===== src/rtl/ex_wb_stage_if.sv =====
// rtl/ex_wb_stage_if.sv - upstream entry, writeback and branch-resolution signals of ex_wb_stage
interface ex_wb_stage_if #(
    parameter int DATA_W = 32,
    parameter int REG_AW = 5
);
    // Upstream (ALU side) entry
    logic              in_valid;
    logic              in_ready;
    logic [DATA_W-1:0] in_result;
    logic              in_zero;
    logic [REG_AW-1:0] in_rd;
    logic              in_reg_write;
    logic              in_branch;
    logic              in_branch_ne;
    logic [DATA_W-1:0] in_pc;
    logic [DATA_W-1:0] in_imm;

    // Register-file writeback
    logic              out_valid;
    logic              out_ready;
    logic              wb_en;
    logic [REG_AW-1:0] wb_rd;
    logic [DATA_W-1:0] wb_data;

    // Branch resolution
    logic              br_taken;
    logic [DATA_W-1:0] br_target;

    // Drives entries in and accepts writebacks
    modport master (
        output in_valid, in_result, in_zero, in_rd, in_reg_write,
               in_branch, in_branch_ne, in_pc, in_imm, out_ready,
        input  in_ready, out_valid, wb_en, wb_rd, wb_data, br_taken, br_target
    );

    // The stage itself
    modport slave (
        input  in_valid, in_result, in_zero, in_rd, in_reg_write,
               in_branch, in_branch_ne, in_pc, in_imm, out_ready,
        output in_ready, out_valid, wb_en, wb_rd, wb_data, br_taken, br_target
    );
endinterface


===== src/rtl/ex_wb_stage.sv =====
// rtl/ex_wb_stage.sv - EX->WB stage with 2-entry skid buffer and BEQ/BNE resolution; optional EX_WB_PERF_CNT_EN adds perf counters
module ex_wb_stage #(
    parameter int DATA_W = 32,
    parameter int REG_AW = 5
) (
    input  logic        clk,
    input  logic        reset,
    input  logic        flush,
    ex_wb_stage_if.slave bus
`ifdef EX_WB_PERF_CNT_EN
    ,
    output logic [31:0] perf_retired,
    output logic [31:0] perf_stall
`endif
);

    // Main entry drives the writeback port; skid absorbs one extra entry
    // so in_ready can be a pure register (no path from out_ready).
    logic              main_valid;
    logic [DATA_W-1:0] main_result;
    logic [REG_AW-1:0] main_rd;
    logic              main_wr;

    logic              skid_valid;
    logic [DATA_W-1:0] skid_result;
    logic [REG_AW-1:0] skid_rd;
    logic              skid_wr;

    logic              accept;
    logic              drain;
    logic              main_free;
    logic              taken;

    assign accept    = bus.in_valid & bus.in_ready;
    assign drain     = main_valid & bus.out_ready;
    // Main can take a new entry this cycle if empty or being emptied
    assign main_free = ~main_valid | drain;
    assign taken     = bus.in_branch & (bus.in_zero ^ bus.in_branch_ne);

    // Occupancy flags; skid always drains into main first to keep FIFO order
    always_ff @(posedge clk) begin
        if (reset) begin
            main_valid <= 1'b0;
            skid_valid <= 1'b0;
        end else if (flush) begin
            main_valid <= 1'b0;
            skid_valid <= 1'b0;
        end else if (main_free) begin
            // skid_valid and accept are exclusive because in_ready = !skid_valid
            main_valid <= skid_valid | accept;
            skid_valid <= 1'b0;
        end else if (accept) begin
            skid_valid <= 1'b1;
        end
    end

    // Payload registers load only on a real load, so they hold under backpressure
    always_ff @(posedge clk) begin
        if (reset) begin
            main_result <= '0;
            main_rd     <= '0;
            main_wr     <= 1'b0;
            skid_result <= '0;
            skid_rd     <= '0;
            skid_wr     <= 1'b0;
        end else if (!flush) begin
            if (main_free && skid_valid) begin
                main_result <= skid_result;
                main_rd     <= skid_rd;
                main_wr     <= skid_wr;
            end else if (main_free && accept) begin
                main_result <= bus.in_result;
                main_rd     <= bus.in_rd;
                main_wr     <= bus.in_reg_write;
            end
            if (!main_free && accept) begin
                skid_result <= bus.in_result;
                skid_rd     <= bus.in_rd;
                skid_wr     <= bus.in_reg_write;
            end
        end
    end

    // Branch resolved at accept; pulse is independent of writeback backpressure
    always_ff @(posedge clk) begin
        if (reset) begin
            bus.br_taken  <= 1'b0;
            bus.br_target <= '0;
        end else begin
            bus.br_taken <= accept & taken & ~flush;
            if (accept && taken && !flush) begin
                bus.br_target <= bus.in_pc + bus.in_imm;
            end
        end
    end

`ifdef EX_WB_PERF_CNT_EN
    // Retire/stall counters survive flush, wrap naturally at 2^32
    always_ff @(posedge clk) begin
        if (reset) begin
            perf_retired <= '0;
            perf_stall   <= '0;
        end else begin
            if (drain) begin
                perf_retired <= perf_retired + 32'd1;
            end
            if (main_valid && !bus.out_ready) begin
                perf_stall <= perf_stall + 32'd1;
            end
        end
    end
`endif

    assign bus.in_ready  = ~skid_valid;
    assign bus.out_valid = main_valid;
    assign bus.wb_en     = main_valid & main_wr & (main_rd != '0);
    assign bus.wb_rd     = main_rd;
    assign bus.wb_data   = main_result;

endmodule


===== src/flat_wrapper.sv =====
// flat-port wrapper written by rule: the top's interface ports become plain ports
module ex_wb_stage_flat 
#(
    parameter int DATA_W = 32,
    parameter int REG_AW = 5
)
  (clk, reset, flush, bus_in_valid, bus_in_result, bus_in_zero, bus_in_rd, bus_in_reg_write, bus_in_branch, bus_in_branch_ne, bus_in_pc, bus_in_imm, bus_out_ready, bus_in_ready, bus_out_valid, bus_wb_en, bus_wb_rd, bus_wb_data, bus_br_taken, bus_br_target);
  ex_wb_stage_if #(.DATA_W(DATA_W), .REG_AW(REG_AW)) bus_i ();
  input  logic clk;
  input  logic reset;
  input  logic flush;
  input wire logic [$bits(bus_i.in_valid)-1:0] bus_in_valid;
  input wire logic [$bits(bus_i.in_result)-1:0] bus_in_result;
  input wire logic [$bits(bus_i.in_zero)-1:0] bus_in_zero;
  input wire logic [$bits(bus_i.in_rd)-1:0] bus_in_rd;
  input wire logic [$bits(bus_i.in_reg_write)-1:0] bus_in_reg_write;
  input wire logic [$bits(bus_i.in_branch)-1:0] bus_in_branch;
  input wire logic [$bits(bus_i.in_branch_ne)-1:0] bus_in_branch_ne;
  input wire logic [$bits(bus_i.in_pc)-1:0] bus_in_pc;
  input wire logic [$bits(bus_i.in_imm)-1:0] bus_in_imm;
  input wire logic [$bits(bus_i.out_ready)-1:0] bus_out_ready;
  output wire logic [$bits(bus_i.in_ready)-1:0] bus_in_ready;
  output wire logic [$bits(bus_i.out_valid)-1:0] bus_out_valid;
  output wire logic [$bits(bus_i.wb_en)-1:0] bus_wb_en;
  output wire logic [$bits(bus_i.wb_rd)-1:0] bus_wb_rd;
  output wire logic [$bits(bus_i.wb_data)-1:0] bus_wb_data;
  output wire logic [$bits(bus_i.br_taken)-1:0] bus_br_taken;
  output wire logic [$bits(bus_i.br_target)-1:0] bus_br_target;
  assign bus_i.in_valid = bus_in_valid;
  assign bus_i.in_result = bus_in_result;
  assign bus_i.in_zero = bus_in_zero;
  assign bus_i.in_rd = bus_in_rd;
  assign bus_i.in_reg_write = bus_in_reg_write;
  assign bus_i.in_branch = bus_in_branch;
  assign bus_i.in_branch_ne = bus_in_branch_ne;
  assign bus_i.in_pc = bus_in_pc;
  assign bus_i.in_imm = bus_in_imm;
  assign bus_i.out_ready = bus_out_ready;
  assign bus_in_ready = bus_i.in_ready;
  assign bus_out_valid = bus_i.out_valid;
  assign bus_wb_en = bus_i.wb_en;
  assign bus_wb_rd = bus_i.wb_rd;
  assign bus_wb_data = bus_i.wb_data;
  assign bus_br_taken = bus_i.br_taken;
  assign bus_br_target = bus_i.br_target;
  ex_wb_stage #(.DATA_W(DATA_W), .REG_AW(REG_AW)) u_core (.clk(clk), .reset(reset), .flush(flush), .bus(bus_i));
endmodule

===== config.mk =====
export PLATFORM = sky130hd
export DESIGN_NAME = ex_wb_stage_flat
export DESIGN_NICKNAME = d
export VERILOG_FILES = /design/src/rtl/ex_wb_stage_if.sv /design/src/rtl/ex_wb_stage.sv /design/src/flat_wrapper.sv
export SDC_FILE = /design/constraint.sdc
export NUM_CORES = 1
export LEC_CHECK = 0
export CORE_MARGIN = 4
export CORE_UTILIZATION = 45
export CTS_CLUSTER_DIAMETER = 30
export CTS_CLUSTER_SIZE = 14
export DETAILED_ROUTE_END_ITERATION = 10
export GPL_TIMING_DRIVEN = 0
export PLACE_DENSITY = 0.86
export SLEW_MARGIN = 10
export SYNTH_ARGS = -nofsm -noshare
export SYNTH_HDL_FRONTEND = slang
export SYNTH_SLANG_ARGS = --single-unit

===== constraint.sdc =====
create_clock -name clk -period 3.8 [get_ports clk]
set_input_delay 0.76 -clock clk [delete_from_list [all_inputs] [get_ports clk]]
set_output_delay 0.76 -clock clk [all_outputs]
set_load 0.005 [all_outputs]

-- Word level (Yosys, flattened, before mapping)
Cells that the tools add are included.
- register bits: 111
- bits of input ports: 110
- output and inout bits: 73
- add/subtract/negate cells: 1
- multiplexer cells: 6
- bitwise gates (word level): 13
- reductions and logical operators: 13
- operators by type and width (cell ; number):
    2-to-1 mux 32 bit ; 2
    adder 32 bit ; 1
    2-to-1 mux 5 bit ; 2
    bitwise AND 1 bit ; 7
    logical AND 1 bit ; 5
    nonzero test 5 bit ; 1
    AND reduction 2 bit ; 2
    NOT 1 bit ; 3
    OR reduction 3 bit ; 1
    logical NOT 1 bit ; 2
    2-to-1 mux 1 bit ; 2
    OR 1 bit ; 2
    nonzero test 2 bit ; 1
    OR reduction 2 bit ; 1
    bitwise XOR 1 bit ; 1

-- Logic depth before layout (Yosys ltp)
Gate-level depths: netlist of run 1.
- word-level depth: 5
- depth in mapped cells: 9
- gate-level depth less buffers: 9

-- Worst setup path before layout of run 1
No wires, ideal clock.
- path kind: input to register
- start point: in bus_in_imm[0]
- end point: reg u_core.bus.br_target[16]
- setup time: 0.117 ns
- arrival: 2.919 ns
- setup slack: 0.763 ns
- stages on the path: 9
- cells stage by stage: ha_1 > fa_1 > a211oi_1 > o21ai_1 > and3_1 > o21a_1 > o21a_1 > or3_1 > a32o_1
- cells in the longest elaborated chain, start to end: 1
- RTL lines (what ; RTL line ; RTL):
    start, declared ; flat_wrapper.sv:20 ; input wire logic [$bits(bus_i.in_imm)-1:0] bus_in_imm;
    adder 32 bit ; ex_wb_stage.sv:92 ; bus.br_target <= bus.in_pc + bus.in_imm;
    end signal, assigned ; ex_wb_stage.sv:92 ;
    end, declared ; ex_wb_stage_if.sv:40 ; output in_ready, out_valid, wb_en, wb_rd, wb_data, br_taken, br_target
Every way passes these cells.
A chain may end at the register's enable or synchronous reset.

-- Worst setup path after layout of run 1
- start point: in bus_in_imm[1]
- end point: reg u_core.bus.br_target[29]
The elaborated chain is that of the path after synthesis.

==> results.md, run 1 <==
- Outcome: complete, no violations
- Cts repair resizes: 0
- Net count after synthesis: 875
- Drt pass-1 iters: 5
- Post-synthesis sequential area ratio: 38.1%
- DRC viols: 0
- Worst EP arrival: 3.74 ns
- Fin crit period: 3.49 ns
- Drt wl/cell: 16.9 um
- Gpl congestion: 0.932
- Critical path cell sequence: clkdlybuf4s50_1 -> ha_1 -> a21o_1 -> nand4_1 -> a21oi_1 -> o211ai_1 -> a2111oi_0 -> o21ai_0 -> a32o_1
- Routed WL: 18.6 mm
- Max Cap Violations: 0
- WL met3: 1.79 mm
- Vias per inst: 5.76
- Top Metal Used: met4
- Clk slew on worst S/H paths: 0.08 ns
- First-pass GRT wire length: 29.0 mm
- Hold WS: 0.452 ns
- Fmax: 286 MHz
- Worst EP required: 4.05 ns
- Detail Route Antenna Nets: 0
- Seq. cell area: 2220 um^2
- DP Wirelength: 14.3 mm
- Final TNS setup: 0 ns
- Synth Warn #: 0
- Leak Pwr: 2.88 nW
- Hold Path Class: reg -> reg
- CP Capture Type: register
- Die area: 14,900 um^2
- Post-synth top area share: 38.1%
- Vias in the first global route: 6,039
- Metal2 WL: 8.91 mm
- Worst-path maximum fanout: 6
- DRT iter0 DRCs: 696
- Grt ovf: 0
- Hold_sp: u_core.bus.wb_data[21]
- Ant. Diodes: 0
- Distinct cell type count after synthesis: 55
- Worst-skew pair later-pin latency: 0.36 ns
- Simple-Gate Fraction of Synth Area: 19.0%
- Ys async rst share: 0%
- P&R area growth vs syn: 39.9%
- Unrepaired setup endpoints after global routing: no
- CTS tree: done
- Largest family of logic cells by synthesized area: compound AO/OA/AOI/OAI gates
- CP max stage cell: a2111oi_0
- Critical Path Start Type: primary input
- Nets: 1,068
- Chip width: 122 um
- Post-synthesis mux area share: 0.343%
- Share of post-route cells with drive strength above 1: 2.58%
- Least-Margin Pin Slew: 0.687 ns
- Initial antenna violation count: 0
- Final setup viols: 0
- Max-slew headroom: 53.0%
- Root Driver: clkbuf_16
- Mapped Area: 5840 um^2
- CTS Buf Count: 9
- Worst vdd ir: 0.196 mV
- Initial Util: 46.1%
- FF+latch count, synth: 111
- Area of the multi-input gates: 3400 um^2
- Adder-cell share of the synthesized area: 6.99%
- Routed length on met1: 7.48 mm
- Area leader, netlist: dfxtp_1
- # H-tree levels: 3
- Final Hold Vio Count: 0
- Core box area: 12,700 um^2
- Crit share post-route: 91.9%
- Mapped Cells: 733
- EDFF count, synth: 0
- Setup Fix Bufs, Post-CTS: 0
- Die Ht: 122 um
- IO Port Bufs: 182
- Num rows: 41
- Hold-fix buffers at CTS: 0
- Worst Setup Path Type: in -> reg
- Compound-cell area share of the yosys netlist: 29.4%
- Syn Area/Cell: 7.96 um^2
- Post-Synth XOR/XNOR Area: 2.55%
- Worst setup startpoint: bus_in_imm[1]
- Max Clock Skew: 0.00569 ns
- Gr usage total: 24.5%
- Clk sinks: 111
- Fin. max-slew vios: 0
- Fill count: 1,111
- Top_reg_cell synth: dfxtp_1
- Pin count of the biggest net entering global routing: 21
- Power Dens Cells: 339 nW/um^2
- Via count: 6,351
- I/O pins: 183
- Clock Tree Buf Depth: 2
- Final Util: 64.4%
- Max incr delay on CP: 0.71 ns
- Top cells by area, synth: dfxtp_1 (38%), a21oi_1 (10%), nand2_1 (10%), ha_1 (6.6%), o221ai_1 (5.9%)
- Worst r2r src: u_core.skid_valid
## through the flow
step                      power, mW  cell area [um^2]  setup WS [ns]  instances
after floorplan                1.57              5840          0.763        733
after global placement         1.84              7870         0.0654       1087
after detailed placement       1.85              7870         0.0245       1087
after CTS                      2.77              8160          0.380       1103
after global routing           2.88              8160          0.223       1103
final                          2.77              8160          0.308       1103
## synthesized netlist by cell type, types with 3 or more instances
cell        n
nor2b_1     3
a21o_1     15
and3_1      3
a32o_1      7
o221ai_1   39
nor2_1     34
and2_1      3
a31oi_1     4
buf_1       5
o31ai_1     3
or3_1      12
ha_1       31
inv_1       6
xnor2_1    11
o21ai_0    19
nand2_1   159
a22o_1      6
o21a_1      9
nor3_1      6
nand2b_1    3
nand4_1     7
o211ai_1    5
xor2_1      6
a21oi_1   121
nor4_1      4
nand3_1    11
a211oi_1    9
o21bai_1    6
dfxtp_1   111
clkbuf_1   42
## worst max-delay path, delay by kind of cell
family / cells / cell delay, ns
AND/OR/NAND/NOR: 1 / 0.13
adder cells (fa/ha/maj): 1 / 0.30
AO/OA/AOI/OAI: 6 / 2.10
buffers and inverters: 1 / 0.46
## area by class of cell
cell class / instances / share of cell area (%)
buffer: 49 / 2.36
clock buffer: 10 / 2.81
clock inverter: 6 / 0.736
inverter: 6 / 0.276
multi-input combinational: 567 / 41.6
sequential: 111 / 27.2
tap: 172 / 2.64
timing repair buffer: 182 / 22.3
## cells by family (layout without fill, tap and decap cells)
group | after synthesis | after routing
flops | 111 | 111
mux | 2 | 2
xor+xnor | 17 | 17
fa+ha+maj | 32 | 32
buf+inv | 55 | 253
simple gates | 255 | 255
compound gates | 261 | 261
## state kept, by name, indices dropped and copies added (netlist names)
signal,cells
u_core.bus.br_target,32
u_core.bus.wb_data,32
u_core.skid_result,32
u_core.bus.wb_rd,5
u_core.skid_rd,5
u_core.bus.br_taken,1
u_core.bus.out_valid,1
u_core.main_wr,1
u_core.skid_valid,1
u_core.skid_wr,1
## cells in the final DEF, fill, tap and decap left out, types with 5 or more instances in the layout
cell,count
a211oi_1,9
a21o_1,15
a21oi_1,121
a22o_1,6
a32o_1,7
buf_1,5
clkbuf_1,43
clkbuf_16,9
clkdlybuf4s50_1,182
dfxtp_1,111
ha_1,31
inv_1,6
nand2_1,159
nand3_1,11
nand4_1,7
nor2_1,34
nor3_1,6
o211ai_1,5
o21a_1,9
o21ai_0,19
o21bai_1,6
o221ai_1,39
or3_1,12
xnor2_1,11
xor2_1,6
## worst paths after layout
| kind | end | slack, ns | cells after the start |
|---|---|---|---|
| setup / recovery | u_core.bus.br_target[29] | 0.31 | 9 |
| hold / removal | u_core.bus.wb_data[21] | 0.45 | 2 |
| setup reg to reg | u_core.bus.br_target[31] | 1.20 | 6 |
| hold reg to reg | u_core.bus.wb_data[21] | 0.45 | 2 |
## power breakdown
group	switching, mW	internal (mW)
registers	0.0195	1.20
clock network	0.474	0.461
logic	0.309	0.309
total	0.802	1.97
## routing by layer
layer	vias up	GRT usage (%)
li1	3082	-
met1	2946	29.4
met2	290	42.6
met3	33	5.85
met4	0	8.96
met5	-	0
Power figures use the tool's default switching activity.
==> run 2: changes to the inputs <==
clock period = 4.45 ns   (was 3.8 ns; I/O delays follow)
==> results of run 2 <==
The final DEF is identical to that of run 1. Status: complete, no violations.
Main changes from that run: setup slack after placement 0.0245 ns -> 0.544 ns; setup slack after layout 0.308 ns -> 0.828 ns; register-to-register setup slack 1.20 ns -> 1.85 ns; total power 2.77 mW -> 2.36 mW; worst IR drop on VDD 0.196 mV -> 0.167 mV
==> run 3: changes to the inputs <==
CORE_UTILIZATION = 43   (was 45)
clock period = 3.15 ns   (was 4.45 ns; I/O delays follow)
==> run 3 against run 2 <==
Net effect:
- die area is 4.3% higher
- non-clock buffer count is 1 higher
- final cell count is 0.45% higher
- register-to-register slack worse by 1.1 ns
- hold slack worse by 0.0015 ns
- utilization is 2.3 points lower
- routed wire length is 3.0% lower
==> results.md, run 3 (synthesis gave the netlist of run 1 again) <==
- Outcome: complete, no violations (unchanged)
- Routed WL: 18.0 mm (was 18.6 mm)
- Seq. cell area: 2220 um^2 (unchanged)
- Worst-skew pair later-pin latency: 0.35 ns (was 0.36 ns)
- Grt ovf: 0 (unchanged)
- Vias per inst: 5.68 (was 5.76)
- Hold-fix buffers at CTS: 0 (unchanged)
- Commonest non-fill, non-tap cell in the layout: clkdlybuf4s50_1 (unchanged)
- Area of the multi-input gates: 3420 um^2 (was 3400 um^2)
- Leak Pwr: 2.91 nW (was 2.88 nW)
- Share of post-route cells with drive strength above 1: 3.54% (was 2.58%)
- Max Cap Violations: 0 (unchanged)
- Final TNS setup: 0 ns (unchanged)
- Crit share post-route: 98.1%
- Final Hold Vio Count: 0 (unchanged)
- Pin count of the biggest net entering global routing: 21 (unchanged)
- Psw: 0.963 mW (was 0.684 mW)
- Drt wl/cell: 16.3 um (was 16.9 um)
- Most frequent cells in the layout: clkdlybuf4s50_1 (182), nand2_1 (159), a21oi_1 (120), dfxtp_1 (111), clkbuf_1 (42) (was clkdlybuf4s50_1 (182), nand2_1 (159), a21oi_1 (121), dfxtp_1 (111), clkbuf_1 (43))
- Worst EP required: 3.40 ns (was 4.70 ns)
- Gr usage total: 22.2% (was 24.5%)
- Max-slew headroom: 60.5% (was 53.0%)
- DP Wirelength: 13.9 mm (was 14.3 mm)
- Critical Path Start Type: primary input (unchanged)
- Clk sinks: 111 (unchanged)
- Nets: 1,069 (was 1,068)
- Clk slew on worst S/H paths: 0.08 ns (about the same)
- Num rows: 42 (was 41)
- # H-tree levels: 3 (unchanged)
- Root Driver: clkbuf_16 (unchanged)
- Clock Tree Buf Depth: 2 (unchanged)
- Gpl congestion: 0.934 (was 0.932)
- Chip width: 124 um (was 122 um)
- Worst Setup Path Type: in -> reg (unchanged)
- Hold Path Class: reg -> reg (unchanged)
- Via count: 6,297 (was 6,351)
- Worst-path maximum fanout: 4 (was 6)
- Detail Route Antenna Nets: 0 (unchanged)
- Initial Util: 44.1% (was 46.1%)
- Worst vdd ir: 0.251 mV (was 0.167 mV)
- Fmax: 324 MHz
- I/O pins: 183 (unchanged)
- Worst EP arrival: 3.34 ns (was 3.87 ns)
- CP Capture Type: register (unchanged)
- IO Port Bufs: 182 (unchanged)
- Fin. max-slew vios: 0 (unchanged)
- Power Total: 3.42 mW (was 2.36 mW)
- Unrepaired setup endpoints after global routing: no (unchanged)
- Drt pass-1 iters: 5 (unchanged)
- Die area: 15,500 um^2 (was 14,900 um^2)
- Least-Margin Pin Slew: 0.593 ns (was 0.687 ns)
- CTS Buf Count: 9 (unchanged)
- Final setup viols: 0 (unchanged)
- Design Area, Final: 8220 um^2 (was 8160 um^2)
- Sequential power share: 43.0% (was 43.9%)
- Combinational share of power: 21.7% (was 22.3%)
- Die Ht: 124 um (was 122 um)
- P&R area growth vs syn: 40.9% (was 39.9%)
- DRC viols: 0 (unchanged)
- DRT iter0 DRCs: 439 (was 696)
- Internal: 2.46 mW (was 1.68 mW)
- Fill count: 1,141 (was 1,111)
- Fin crit period: 3.09 ns
- Worst R2R Setup Slack: 0.72 ns (was 1.85 ns)
- Vias in the first global route: 5,754 (was 6,039)
- Power Dens Cells: 416 nW/um^2 (was 290 nW/um^2)
- Initial antenna violation count: 0 (unchanged)
- Core box area: 13,200 um^2 (was 12,700 um^2)
- Switch share: 28.2% (was 28.9%)
- Clk network pwr share: 35.3% (was 33.8%)
- CTS tree: done (unchanged)
- Ant. Diodes: 0 (unchanged)
- First-pass GRT wire length: 28.9 mm (was 29.0 mm)
- Placed Area: 7880 um^2 (was 7870 um^2)
- Max Clock Skew: 0.00713 ns (was 0.00569 ns)
[run 3: stage by stage]
step	hold slack [ns]	utilization [%]	instances	worst slack (ns)
after floorplan	0.432	-	733	0.243
after global placement	0.439	59.5	1091	-0.538
after detailed placement	0.443	59.5	1091	-0.612
after CTS	0.453	61.9	1107	0.00948
after global routing	0.473	62.1	1108	0.0138
final	0.451	62.1	1108	0.0592
[run 3: area by class of cell]
cell class / count / share of cell area [%]
inverter: 6 / 0.274
clock inverter: 7 / 1.08
timing repair buffer: 183 / 22.2
clock buffer: 9 / 2.74
tap: 176 / 2.68
sequential: 111 / 27.0
multi-input combinational: 567 / 41.6
buffer: 49 / 2.34
[run 3: worst paths after layout]
path,cells past startpoint,from,endpoint
setup / recovery,10,bus_in_imm[0],u_core.bus.br_target[16]
hold / removal,2,u_core.bus.br_target[14],u_core.bus.br_target[14]
setup reg to reg,6,u_core.skid_valid,u_core.bus.br_target[15]
hold reg to reg,2,u_core.bus.br_target[14],u_core.bus.br_target[14]
[run 3: metal layers]
layer	share of wire, %	global-route usage (%)
met5	0	0
met1	44	29.6
met4	1.8	6.77
met3	5.5	2.49
met2	49	37.9
[run 3: power by group through the flow]
stage	combinational [mW]	sequential, mW	clock [mW]
global placement	0.719	1.50	0
global route	0.816	1.47	1.27
floorplan	0.396	1.50	0
finish	0.744	1.47	1.21
detailed placement	0.726	1.50	0
CTS	0.733	1.47	1.23
[run 3: worst max-delay path: stages]
cell,delay [ns]
clkdlybuf4s50_1,0.44
ha_1,0.25
fa_2,0.39
a211oi_2,0.26
o21ai_2,0.13
and3_1,0.24
o21a_2,0.27
o21a_1,0.18
or3_1,0.31
a32o_1,0.24
[run 3: repair_timing]
action | in CTS | in global routing
cloned | 0 | 0
pin swaps | 0 | 2
endpoints found under the setup margin | 2 | 11
setup buffers | 0 | 1
resized for setup | 4 | 5
